$ cat src/rtl/contador_modn.sv
// rtl/contador_modn.sv - modulo-N up/down counter with clamped load, cascade tc and optional one-shot stop
module contador_modn #(
  parameter int MODULUS = 10,
  parameter int WIDTH   = 4,
  parameter int ONESHOT = 0
) (
  input  logic             clock,
  input  logic             clrn,
  input  logic             loadn,
  input  logic             enable,
  input  logic             up,
  input  logic [WIDTH-1:0] data,
  output logic [WIDTH-1:0] count,
  output logic             tc,
  output logic             zero,
  output logic             done
);

  generate
    if (MODULUS < 2 || MODULUS > 256) begin : g_bad_modulus
      $fatal(1, "contador_modn: MODULUS must lie in 2..256");
    end
    if (WIDTH < 1 || WIDTH > 30) begin : g_bad_width
      $fatal(1, "contador_modn: WIDTH out of supported range");
    end else if ((2 ** WIDTH) < MODULUS) begin : g_narrow_width
      $fatal(1, "contador_modn: 2**WIDTH must be >= MODULUS");
    end
  endgenerate

  localparam logic [WIDTH-1:0] TOP   = WIDTH'(MODULUS - 1);
  localparam logic [WIDTH-1:0] ZERO  = '0;
  localparam logic [WIDTH-1:0] ONE   = WIDTH'(1);
  localparam bit               STOPS = (ONESHOT != 0);

  logic [WIDTH-1:0] r_count;
  logic             r_done;

  logic [WIDTH-1:0] w_next_count;
  logic             w_next_done;
  logic [WIDTH-1:0] w_terminal;
  logic             w_at_terminal;
  logic [WIDTH-1:0] w_load_value;
  logic [WIDTH-1:0] w_step_value;

  // Terminal follows 'up' combinationally so a direction flip shows on tc at once.
  assign w_terminal    = up ? TOP : ZERO;
  assign w_at_terminal = (r_count == w_terminal);

  // Out-of-range loads clamp so the register can never leave 0..MODULUS-1.
  assign w_load_value  = (data > TOP) ? TOP : data;

  always_comb begin
    w_step_value = r_count;
    if (up) begin
      if (r_count == TOP) w_step_value = ZERO;
      else                w_step_value = r_count + ONE;
    end else begin
      if (r_count == ZERO) w_step_value = TOP;
      else                 w_step_value = r_count - ONE;
    end
  end

  always_comb begin
    w_next_count = r_count;
    w_next_done  = r_done;
    if (!loadn) begin
      w_next_count = w_load_value;
      w_next_done  = 1'b0;
    end else if (r_done) begin
      w_next_count = r_count;
    end else if (enable) begin
      if (STOPS && w_at_terminal) begin
        w_next_done = 1'b1;
      end else begin
        w_next_count = w_step_value;
      end
    end
  end

  always_ff @(posedge clock or negedge clrn) begin
    if (!clrn) begin
      r_count <= ZERO;
      r_done  <= 1'b0;
    end else begin
      r_count <= w_next_count;
      r_done  <= STOPS ? w_next_done : 1'b0;
    end
  end

  assign count = r_count;
  assign done  = r_done;
  assign zero  = (r_count == ZERO);
  assign tc    = enable & w_at_terminal & ~r_done & loadn;

endmodule

$ cat config.mk
export PLATFORM = sky130hd
export DESIGN_NAME = contador_modn
export DESIGN_NICKNAME = d
export VERILOG_FILES = /design/src/rtl/contador_modn.sv
export SDC_FILE = /design/constraint.sdc
export NUM_CORES = 1
export LEC_CHECK = 0
export CAP_MARGIN = 20
export CORE_AREA = 3 3 40 42
export DETAILED_ROUTE_END_ITERATION = 7
export DIE_AREA = 0 0 43 45
export HOLD_SLACK_MARGIN = 0.12
export PLACE_DENSITY = 0.61
export RECOVER_POWER = 100
export SLEW_MARGIN = 40
export SYNTH_ARGS = -nofsm -noshare
export SYNTH_HDL_FRONTEND = slang
export SYNTH_SLANG_ARGS = --single-unit
$ cat constraint.sdc
create_clock -name clock -period 1.8 [get_ports clock]
set_input_delay 0.36 -clock clock [delete_from_list [all_inputs] [get_ports clock]]
set_output_delay 0.36 -clock clock [all_outputs]
set_load 0.01 [all_outputs]
* After elaboration in Yosys (flattened, before gate mapping)
Cells that the tools add are included.
Widths: inputs -> output; s select.
** Word-level totals
- Flip-flop bits (word level) :: 4
- Bits of input ports :: 9
- Output and inout port bits :: 7
- Logic and storage cells :: 17
** Cells by class
- $add $sub $neg :: 2
- Magnitude comparators :: 1
- Eq/ne operators :: 3
- Multiplexer cells :: 7
- Bitwise logic cells :: 2
- Reductions and logical operators :: 1
** Operator list (count)
- $mux 4 :: 7
- $add 4x1->4 const B :: 1
- $eq 4x4->1 :: 1
- $eq 4x4->1 const B :: 1
- $gt 4x4->1 const B :: 1
- $logic_not 4->1 :: 1
- $sub 4x1->4 const B :: 1
- $and 1x1->1 :: 2
- $ne 2x1->1 const B :: 1

* Logic depth before layout (Yosys ltp)
- Depth after elaboration :: 5
- Mapped depth :: 4
- Mapped depth without buffers :: 3

* Least setup slack after synthesis
OpenSTA, ideal clock, no wires.
- Path type :: register -> output
- From :: register r_count[0] (netlist: count[0])
- To :: output port tc
- Data arrival time :: 1.350 ns
- Data required time :: 1.440 ns
- Path slack :: 0.090 ns
- Cell stages (with the launch flop) :: 4
- Path buffers :: 1
- Cells stage by stage :: dfrtp_1 -> buf_6 -> or3_4 -> a2111oi_4
** Between the ends
- Cells in the longest elaborated chain, start to end :: 3
** Ends and longest elaborated chain
- start: declaration :: line 35 : logic [WIDTH-1:0] r_count;
- start signal: assignment :: line 85 : r_count <= w_next_count;
- $eq 4x4->1 :: line 47 : assign w_at_terminal = (r_count == w_terminal);
- $and 1x1->1 (2 in series) :: line 93 : assign tc = enable & w_at_terminal & ~r_done & loadn;
- end: declaration :: line 14 : output logic tc,
Every way passes these cells.

* Worst setup path after layout
- From :: register r_count[3] (netlist: count[3])
- To :: output port tc
The elaborated chain is that of the path after synthesis.

==> out/metrics.cfg <==
[critical_path]
r2r_slack_ps=190
crit_fanout=2
crit_buf_inv=1
slowest_delay_ps=400
critPathCaptureType=output port
arrival_ps=1490
cp.required_ps=1440
cpMaxStageDelayCell=or3_4
critPathLaunchType=flop
path_delay_family=simple AND/OR/NAND/NOR gates
path_class=flop to output port
crit_chain=or3_4 -> a2111oi_4 -> buf_2

[clock_tree]
ctsLongestPathBuffers=2
clk_pin_slew_ps=40
h-tree-depth=1
cts_root_buf=clkbuf_4
cts_tree=done
clock_latency_ps=230
cts.sinks=4
numCtsBuffers=3

[route]
dr.pass1.iters=4
drt_iter0_drc=12
wl_per_cell_microns=12.4
via_count=431
routed_wl_mm=1.05
ant_nets=0
avgViaCountPerCell=5.13
drc_errors=0

[yosys]
ys.flop_type=dfrtp_1
netlist_instances=51
ys_ff_latch=4
synth-simple-area-share_pct=29.7
synth_top_area_cell=dfrtp_1
synth_top_family_by_area=simple AND/OR/NAND/NOR gates
synthMuxAreaShare_pct=0
async_flop_share_pct=100
synth-compound-area-share_pct=28.5
synth_xor_xnor_area_share_pct=4.12
yosysSeqAreaShare_pct=23.5
yosys.area_share.adder_pct=0
syn_area_sq_um=425
synth-warning-count=0
synth-edff-count=0
synth_fp_nets=60
yosysUniqueCellTypes=31
yosysTopAreaCellShare_pct=23.5
avgSynthCellArea_sq_um=8.34
synthTopCellsByArea=dfrtp_1, a2111oi_4, xnor2_1

[sta]
setup-tns-final_ps=-50.9
fin_worst_skew_ps=1.09
hold_viol=0
drv_slew=0
whs_ps=397
setup_viol=1
max_freq_mhz=540
min_period_over_period_pct=103
period_minus_slack_ps=1850
fin_ws_ps=-50.9
rsz0062_at_grt=true

[layout]
layout-area-overhead-vs-synth_pct=44.7
final_cell_mix=clkdlybuf4s50_1, buf_4, dfrtp_1, dlygate4sd3_1
layout.cells.non_filler=84
largest_register_ffs=4
layout-drive-gt1-share_pct=24.6
diodes=0
seqCellArea_sq_um=100
fillerInstances=136
final_common_cell=clkdlybuf4s50_1
multi_input_area_sq_um=274
final_nets=80

[die]
die_h_microns=45
core-area_sq_mm=0.00128
rows=13
start_util_pct=33.1
ioPinCount=16
dieArea_sq_mm=0.00194
die_width_microns=43

[global_routing]
grt_max_degree=13
grt_pass1_wl_mm=1.66
track_usage_pct=11.5
antenna_found_initial=0
first_global_vias=395
grt_overflow_total=0

[status]
violations=setup timing
status=finished, violations left

[power_and_ir_drop]
report.power.total_mw=0.397
vdd_drop_max_v=0.000195
cellPowerDensity_mw_per_mm2=645
p_leak_nw=0.256

[placed_design]
post-dp-hpwl_microns=798
port_buffers=14
pre_cts_ws_ps=-652
place_congestion=0.716
dp.cells=80

[job]
cap_violations=0

[worst_hold_path]
hold_path_class=input pin to async pin

per-layer routing:
layer / up-vias / part of all wire, % / global-route usage, %
met4: 0 / 0 / 7.23
li1: 223 / - / -
met3: 0 / 5.1 / 1.20
met5: - / 0 / 0
met2: 13 / 51 / 19.2
met1: 195 / 44 / 14.4
report_power, final:
part | internal, mW | switching [mW] | total (mW)
Clock | 0.0744 | 0.0345 | 0.109
Sequential | 0.102 | 0.0122 | 0.114
Combinational | 0.0897 | 0.0838 | 0.174
final timing paths:
check,start,end,depth (start not counted)
setup / recovery,count[3]$_DFFE_PN0P_,tc,3
hold / removal,clrn,count[1]$_DFFE_PN0P_,1
setup reg to reg,count[1]$_DFFE_PN0P_,count[1]$_DFFE_PN0P_,4
hold reg to reg,count[3]$_DFFE_PN0P_,count[2]$_DFFE_PN0P_,3
max in group asynchronous,clrn,count[2]$_DFFE_PN0P_,1
min in group clock,count[3]$_DFFE_PN0P_,count[2]$_DFFE_PN0P_,3
cell families after synthesis:
family / count (synthesis)
AO/OA/AOI/OAI: 14
XOR/XNOR: 2
buffers and inverters: 10
flip-flops: 4
other: 1
AND/OR/NAND/NOR: 20
cell usage after synthesis (all sizes together), types with 2 or more instances:
master and count:
o21ai 3, nor2b 2, nand3 3, nand2 3, nor2 3, a31oi 2
xnor2 2, nor4 2, dfrtp 4, buf 6, inv 3
worst reg2reg max path: stages, from the launching register on:
cell and delay (ps):
dfrtp_1 420, clkbuf_1 210, or4b_1 540, o22ai_1 220, a211o_2 160
repair_timing:
item | in CTS | in global routing
hold buffers | 0 | 0
hold endpoints to repair | 0 | 0
setup buffers | 1 | 0
pin swaps | 2 | 0
endpoints found under the setup margin | 2 | 2
gates resized for setup | 8 | 0
cell type report:
| cell class | count | share of cell area [%] |
|---|---|---|
| Timing Repair Buffer | 22 | 30.7 |
| Tap cell | 15 | 3.05 |
| Inverter | 3 | 1.83 |
| Clock buffer | 3 | 3.66 |
| Multi-Input combinational cell | 37 | 44.5 |
| Sequential cell | 4 | 16.3 |
metrics by stage:
step           util, %  instance area (sq um)
3_3_place_gp      46.1                    592
6_report          47.9                    616
3_5_place_dp      46.1                    592
2_1_floorplan        -                    425
4_1_cts           48.5                    623
5_1_grt           47.9                    616
(Power assumes the default switching activity.)
